[src/rtl/uart_rx.sv]
// uart_rx: 8N1 serial receiver (LSB first, one start bit, one stop bit, no parity).
// The asynchronous line is brought in through a two-flop synchroniser. The start bit
// is confirmed at its mid-point, and data and stop bits are sampled at bit centres.
// Each received byte is presented in a one-entry holding register.
//
// Handshake: valid=1 means data_out holds a byte that has not been read yet. The
// consumer pulses rd_ack for one cycle to take it. On the next cycle valid, overrun
// and frame_err clear. An rd_ack while valid=0 clears only the two sticky flags. If
// a new byte is delivered in the same cycle as rd_ack, the new byte wins: valid
// stays 1 and both flags clear.
module uart_rx #(
   parameter int CLKS_PER_BIT = 1302,
   parameter int HALF_BIT     = 651
) (
   input  logic       clk,
   input  logic       rst,
   input  logic       rxd_in,
   input  logic       rd_ack,
   output logic [7:0] data_out,
   output logic       valid,
   output logic       overrun,
   output logic       frame_err,
   output logic       busy,
   output logic [2:0] state_dbg
);

   typedef enum logic [2:0] {
      S_IDLE  = 3'd0,
      S_START = 3'd1,
      S_DATA  = 3'd2,
      S_STOP  = 3'd3,
      S_WAITH = 3'd4
   } state_t;

   // Terminal counts are reached one cycle before the sampling edge.
   localparam logic [10:0] HALF_LAST = 11'(HALF_BIT - 1);
   localparam logic [10:0] BIT_LAST  = 11'(CLKS_PER_BIT - 1);

   logic        sync_q1;
   logic        rxd_s;
   state_t      state;
   state_t      state_nxt;
   logic [10:0] cntr;
   logic [2:0]  bit_idx;
   logic [7:0]  shift;
   logic        deliver;
   logic        cntr_en;
   logic        cntr_clr;
   logic        take_bit;
   logic        take_stop;
   logic        frame_set;

   // Two-flop synchroniser. It resets to the idle (high) line level.
   always_ff @(posedge clk) begin
      if (rst) begin
         sync_q1 <= 1'b1;
         rxd_s   <= 1'b1;
      end else begin
         sync_q1 <= rxd_in;
         rxd_s   <= sync_q1;
      end
   end

   // State register.
   always_ff @(posedge clk) begin
      if (rst) begin
         state <= S_IDLE;
      end else begin
         state <= state_nxt;
      end
   end

   // Next-state logic and the sampling strobes.
   always_comb begin
      state_nxt = state;
      cntr_en   = 1'b0;
      take_bit  = 1'b0;
      take_stop = 1'b0;
      case (state)
         S_IDLE: begin
            if (!rxd_s) begin
               state_nxt = S_START;
            end
         end
         S_START: begin
            cntr_en = 1'b1;
            if (cntr == HALF_LAST) begin
               // A line that is high again at mid-start was a glitch.
               state_nxt = rxd_s ? S_IDLE : S_DATA;
            end
         end
         S_DATA: begin
            cntr_en = 1'b1;
            if (cntr == BIT_LAST) begin
               take_bit = 1'b1;
               if (bit_idx == 3'd7) begin
                  state_nxt = S_STOP;
               end
            end
         end
         S_STOP: begin
            cntr_en = 1'b1;
            if (cntr == BIT_LAST) begin
               take_stop = 1'b1;
               // A low stop bit may be a break. Wait for the line to idle before
               // hunting for the next start edge.
               state_nxt = rxd_s ? S_IDLE : S_WAITH;
            end
         end
         S_WAITH: begin
            if (rxd_s) begin
               state_nxt = S_IDLE;
            end
         end
         default: begin
            state_nxt = S_IDLE;
         end
      endcase
      cntr_clr = (state_nxt != state) || take_bit;
   end

   // Bit timer: it restarts on every state change and every data-bit sample.
   always_ff @(posedge clk) begin
      if (rst || cntr_clr) begin
         cntr <= 11'd0;
      end else if (cntr_en) begin
         cntr <= cntr + 11'd1;
      end
   end

   // Data shift register: each bit lands in its own position, LSB first.
   always_ff @(posedge clk) begin
      if (rst) begin
         bit_idx <= 3'd0;
         shift   <= 8'h00;
      end else if (state == S_START && state_nxt == S_DATA) begin
         bit_idx <= 3'd0;
      end else if (take_bit) begin
         shift[bit_idx] <= rxd_s;
         bit_idx        <= bit_idx + 3'd1;
      end
   end

   assign frame_set = take_stop && !rxd_s;

   // A good stop bit schedules delivery of the byte on the following cycle.
   always_ff @(posedge clk) begin
      if (rst) begin
         deliver <= 1'b0;
      end else begin
         deliver <= take_stop && rxd_s;
      end
   end

   // Holding register, valid flag and overrun.
   always_ff @(posedge clk) begin
      if (rst) begin
         data_out <= 8'h00;
         valid    <= 1'b0;
         overrun  <= 1'b0;
      end else if (deliver) begin
         data_out <= shift;
         valid    <= 1'b1;
         // An unread byte that is overwritten without an ack counts as an overrun.
         overrun  <= rd_ack ? 1'b0 : (overrun || valid);
      end else if (rd_ack) begin
         valid   <= 1'b0;
         overrun <= 1'b0;
      end
   end

   // Sticky framing error. A fresh error takes precedence over a clearing ack.
   always_ff @(posedge clk) begin
      if (rst) begin
         frame_err <= 1'b0;
      end else if (frame_set) begin
         frame_err <= 1'b1;
      end else if (rd_ack) begin
         frame_err <= 1'b0;
      end
   end

   assign busy      = (state != S_IDLE);
   assign state_dbg = state;

endmodule

[config.mk]
export PLATFORM = sky130hd
export DESIGN_NAME = uart_rx
export DESIGN_NICKNAME = d
export VERILOG_FILES = /design/src/rtl/uart_rx.sv
export SDC_FILE = /design/constraint.sdc
export NUM_CORES = 1
export LEC_CHECK = 0
export ABC_AREA = 0
export CORE_MARGIN = 4
export CORE_UTILIZATION = 56
export CTS_CLUSTER_DIAMETER = 60
export CTS_CLUSTER_SIZE = 20
export DETAILED_ROUTE_END_ITERATION = 8
export PLACE_DENSITY_LB_ADDON = 0.1
export SYNTH_ARGS = -nofsm -noshare
export SYNTH_HDL_FRONTEND = slang
export SYNTH_SLANG_ARGS = --single-unit
[constraint.sdc]
create_clock -name clk -period 1.9 [get_ports clk]
set_input_delay 0.38 -clock clk [delete_from_list [all_inputs] [get_ports clk]]
set_output_delay 0.38 -clock clk [all_outputs]
set_load 0.005 [all_outputs]
==> impl_metrics.json <==
{
  "period_share_pct": 95.0,
  "route.detailed.drc": 0,
  "layoutNonFillerInstCount": 287,
  "reg2reg_to": "cntr[1]",
  "dr_total_vias": 1657,
  "skew_ns": 0.0116,
  "synth_warnings": 0,
  "die_x_um": 67,
  "hold-path-endpoint": "rxd_s",
  "die_h_um": 67,
  "core-area_sq_mm": 0.00334,
  "diodes": 0,
  "hold_path.class": "flip-flop to flip-flop",
  "cts_max_level": 2,
  "avgSynthCellArea_sq_um": 9.02,
  "grt_max_degree": 27,
  "cts_tree": "built",
  "status": "complete, no violations",
  "die_area_sq_mm": 0.00449,
  "num-fill-cells": 291,
  "cts_hold_buf": 0,
  "worst-setup-path-type": "flip-flop to output pin",
  "cp_num_buf_inv": 1,
  "cp_top_family": "buffers and inverters",
  "clockBufferDepth": 2,
  "ys_ff_latch": 39,
  "leakage_nw": 0.772,
  "numCtsBuffers": 5,
  "critPathArrivalTime_ns": 1.43,
  "slew_violations": 0,
  "cp_slowest_stage_delay_ns": 0.49,
  "synth_area_sq_mm": 0.00195,
  "setup_viol": 0,
  "required_ns": 1.52,
  "start_util_pct": 58.4,
  "worstPathMaxFanout": 14,
  "cts-root-buf": "clkbuf_4",
  "syn2layout_area_growth_pct": 19.6,
  "antenna_found_initial": 0,
  "drtIter0Drc": 139,
  "fmax_mhz": 554,
  "clkSinkCount": 39,
  "relSlewSlack_pct": 63.8,
  "pin_count": 19,
  "vias_per_cell": 5.77,
  "hold_start": "sync_q1",
  "slowest_stage": "clkdlybuf4s50_1",
  "hold_violations": 0,
  "firstDrtPassIters": 4,
  "reg2reg_slack_ns": 0.16,
  "reg2regPathDepth": 8,
  "pre_cts_slack_ns": 0.100,
  "ys_types": 45,
  "worstMarginPinSlew_ns": 0.542,
  "gp_congestion": 0.899,
  "post-route-min-period_ns": 1.81,
  "grt_overflow": 0,
  "worst_slack_ns": 0.0946,
  "post-route-util_pct": 69.9,
  "rows": 21,
  "insertion_delay_ns": 0.36,
  "maxCapViolations": 0,
  "hold_depth": 1,
  "async_flop_share_pct": 0,
  "dominantRegCellSynth": "dfxtp_1",
  "critPathCaptureType": "output pin",
  "grt_pass1_wl_mm": 7.16,
  "port_buffers": 18,
  "drive_above_1_share_pct": 18.3,
  "power_mw": 1.58,
  "fin_nets": 249,
  "cp-start-kind": "flip-flop",
  "power.density_mw_per_mm2": 679,
  "wl_per_cell_um": 14.2,
  "hpwlAfterDp_mm": 2.86,
  "dp_cells": 276,
  "crit_path_cell_trace": "nor2_2, nand2_1, clkdlybuf4s50_1",
  "syn_inst": 216,
  "drtAntennaViolNets": 0,
  "syn-num-nets": 225,
  "wl_mm": 4.08,
  "irDropWorstVdd_uv": 679,
  "synth-edff-count": 0,
  "grt_use_total_pct": 20.9,
  "r2r-start": "cntr[0]",
  "ys_seq_area_share_pct": 40.1,
  "grt_pass1_vias": 1579,
  "clk_pin_slew_worst_paths_ns": 0.10
}
==> cells in the mapped netlist (all sizes together), types with 3 or more instances <==
cell type	count	area, sq um
dfxtp	39	781
a21oi	19	95.1
nand2	19	71.3
nand4	17	106
nor2	15	56.3
nor3	15	120
mux2i	9	90.1
inv	8	30.0
clkbuf	7	26.3
buf	6	51.3
xnor2	6	52.6
ha	5	62.6
nor2b	5	31.3
o21ai	5	25.0
and3	4	30.0
nand3	3	15.0
o31ai	3	22.5
==> cell type report <==
cell class,count,area (sq um),area share [%]
Inverter,8,30.0,1.29
Sequential cell,39,793,34.0
Timing Repair Buffer,30,283,12.1
Clock buffer,6,41.3,1.77
Tap cell,46,57.6,2.47
Multi-Input combinational cell,156,1070,45.7
Clock inverter,2,60.1,2.58
==> cells by family (layout without fill, tap and decap cells) <==
kind of cell             Yosys count  count (layout)  share of synthesized area, %
buffers and inverters             21              46                          5.52
XOR/XNOR                           8               8                          3.59
AO/OA/AOI/OAI                     39              39                          13.4
flip-flops                        39              39                          40.1
adder cells (fa/ha/maj)            5               5                          3.21
AND/OR/NAND/NOR                   95              95                          29.6
multiplexers                       9               9                          4.62
==> placed cells by master, fill, tap and decap left out, types with 3 or more instances in the layout <==
cell / instances
a21oi_1: 19
and3_1: 3
buf_4: 11
clkbuf_4: 5
clkdlybuf4s50_1: 18
dfxtp_1: 35
dfxtp_4: 3
ha_1: 5
inv_1: 8
mux2i_1: 9
nand2_1: 19
nand3_1: 3
nand4_1: 17
nor2_1: 14
nor2b_1: 4
nor3_1: 6
nor3_2: 9
o21ai_0: 5
o31ai_1: 3
xnor2_1: 6
==> sequential cells by signal, summed over array words and instances (netlist names) <==
register,flops
cntr,11
data_out,8
shift,8
bit_idx,3
state_dbg,3
deliver,1
frame_err,1
overrun,1
rxd_s,1
sync_q1,1
valid,1
==> worst register-to-register path: stages, from the launching register on <==
cell and delay [ns]:
dfxtp_1 0.38, inv_1 0.08, ha_1 0.13, nor4bb_1 0.24, buf_4 0.17, nand4b_1 0.10, a32oi_1 0.21, buf_4 0.25
nor3_2 0.08
==> worst max path at each step <==
stage,startpoint,endpoint,slack (ns),cells after the start
final,state_dbg[0],busy,0.09,3
after detailed placement,state_dbg[1],cntr[9],0.10,4
after floorplan,cntr[1],cntr[0],0.20,8
after global placement,cntr[0],shift[0],0.18,5
after CTS,state_dbg[1],busy,0.03,3
after global routing,state_dbg[0],busy,-0.003,3
==> where the power goes <==
group | total, mW | switching [mW] | internal [mW]
sequential | 0.826 | 0.00779 | 0.818
combinational | 0.0802 | 0.0458 | 0.0344
clock | 0.677 | 0.267 | 0.411
total | 1.58 | 0.320 | 1.26
==> per-layer routing <==
layer | GRT usage [%] | wire (um)
met1 | 25.8 | 1940
met2 | 34.1 | 1910
met3 | 5.73 | 168
met4 | 8.35 | 59
met5 | 0 | 0
==> metrics by stage <==
stage          setup TNS, ns  instance area, sq um  hold WS, ns
2_1_floorplan              0                  1950        0.389
4_1_cts                    0                  2300        0.434
5_1_grt             -0.00295                  2330        0.466
3_5_place_dp               0                  2190        0.406
3_3_place_gp               0                  2190        0.403
6_report                   0                  2330        0.424
==> what timing repair did <==
item | 4_1_cts | 5_1_grt
resized for setup | 6 | 3
setup buffers | 0 | 3
setup endpoints to repair | 3 | 12
Power figures use the tool's default switching activity.
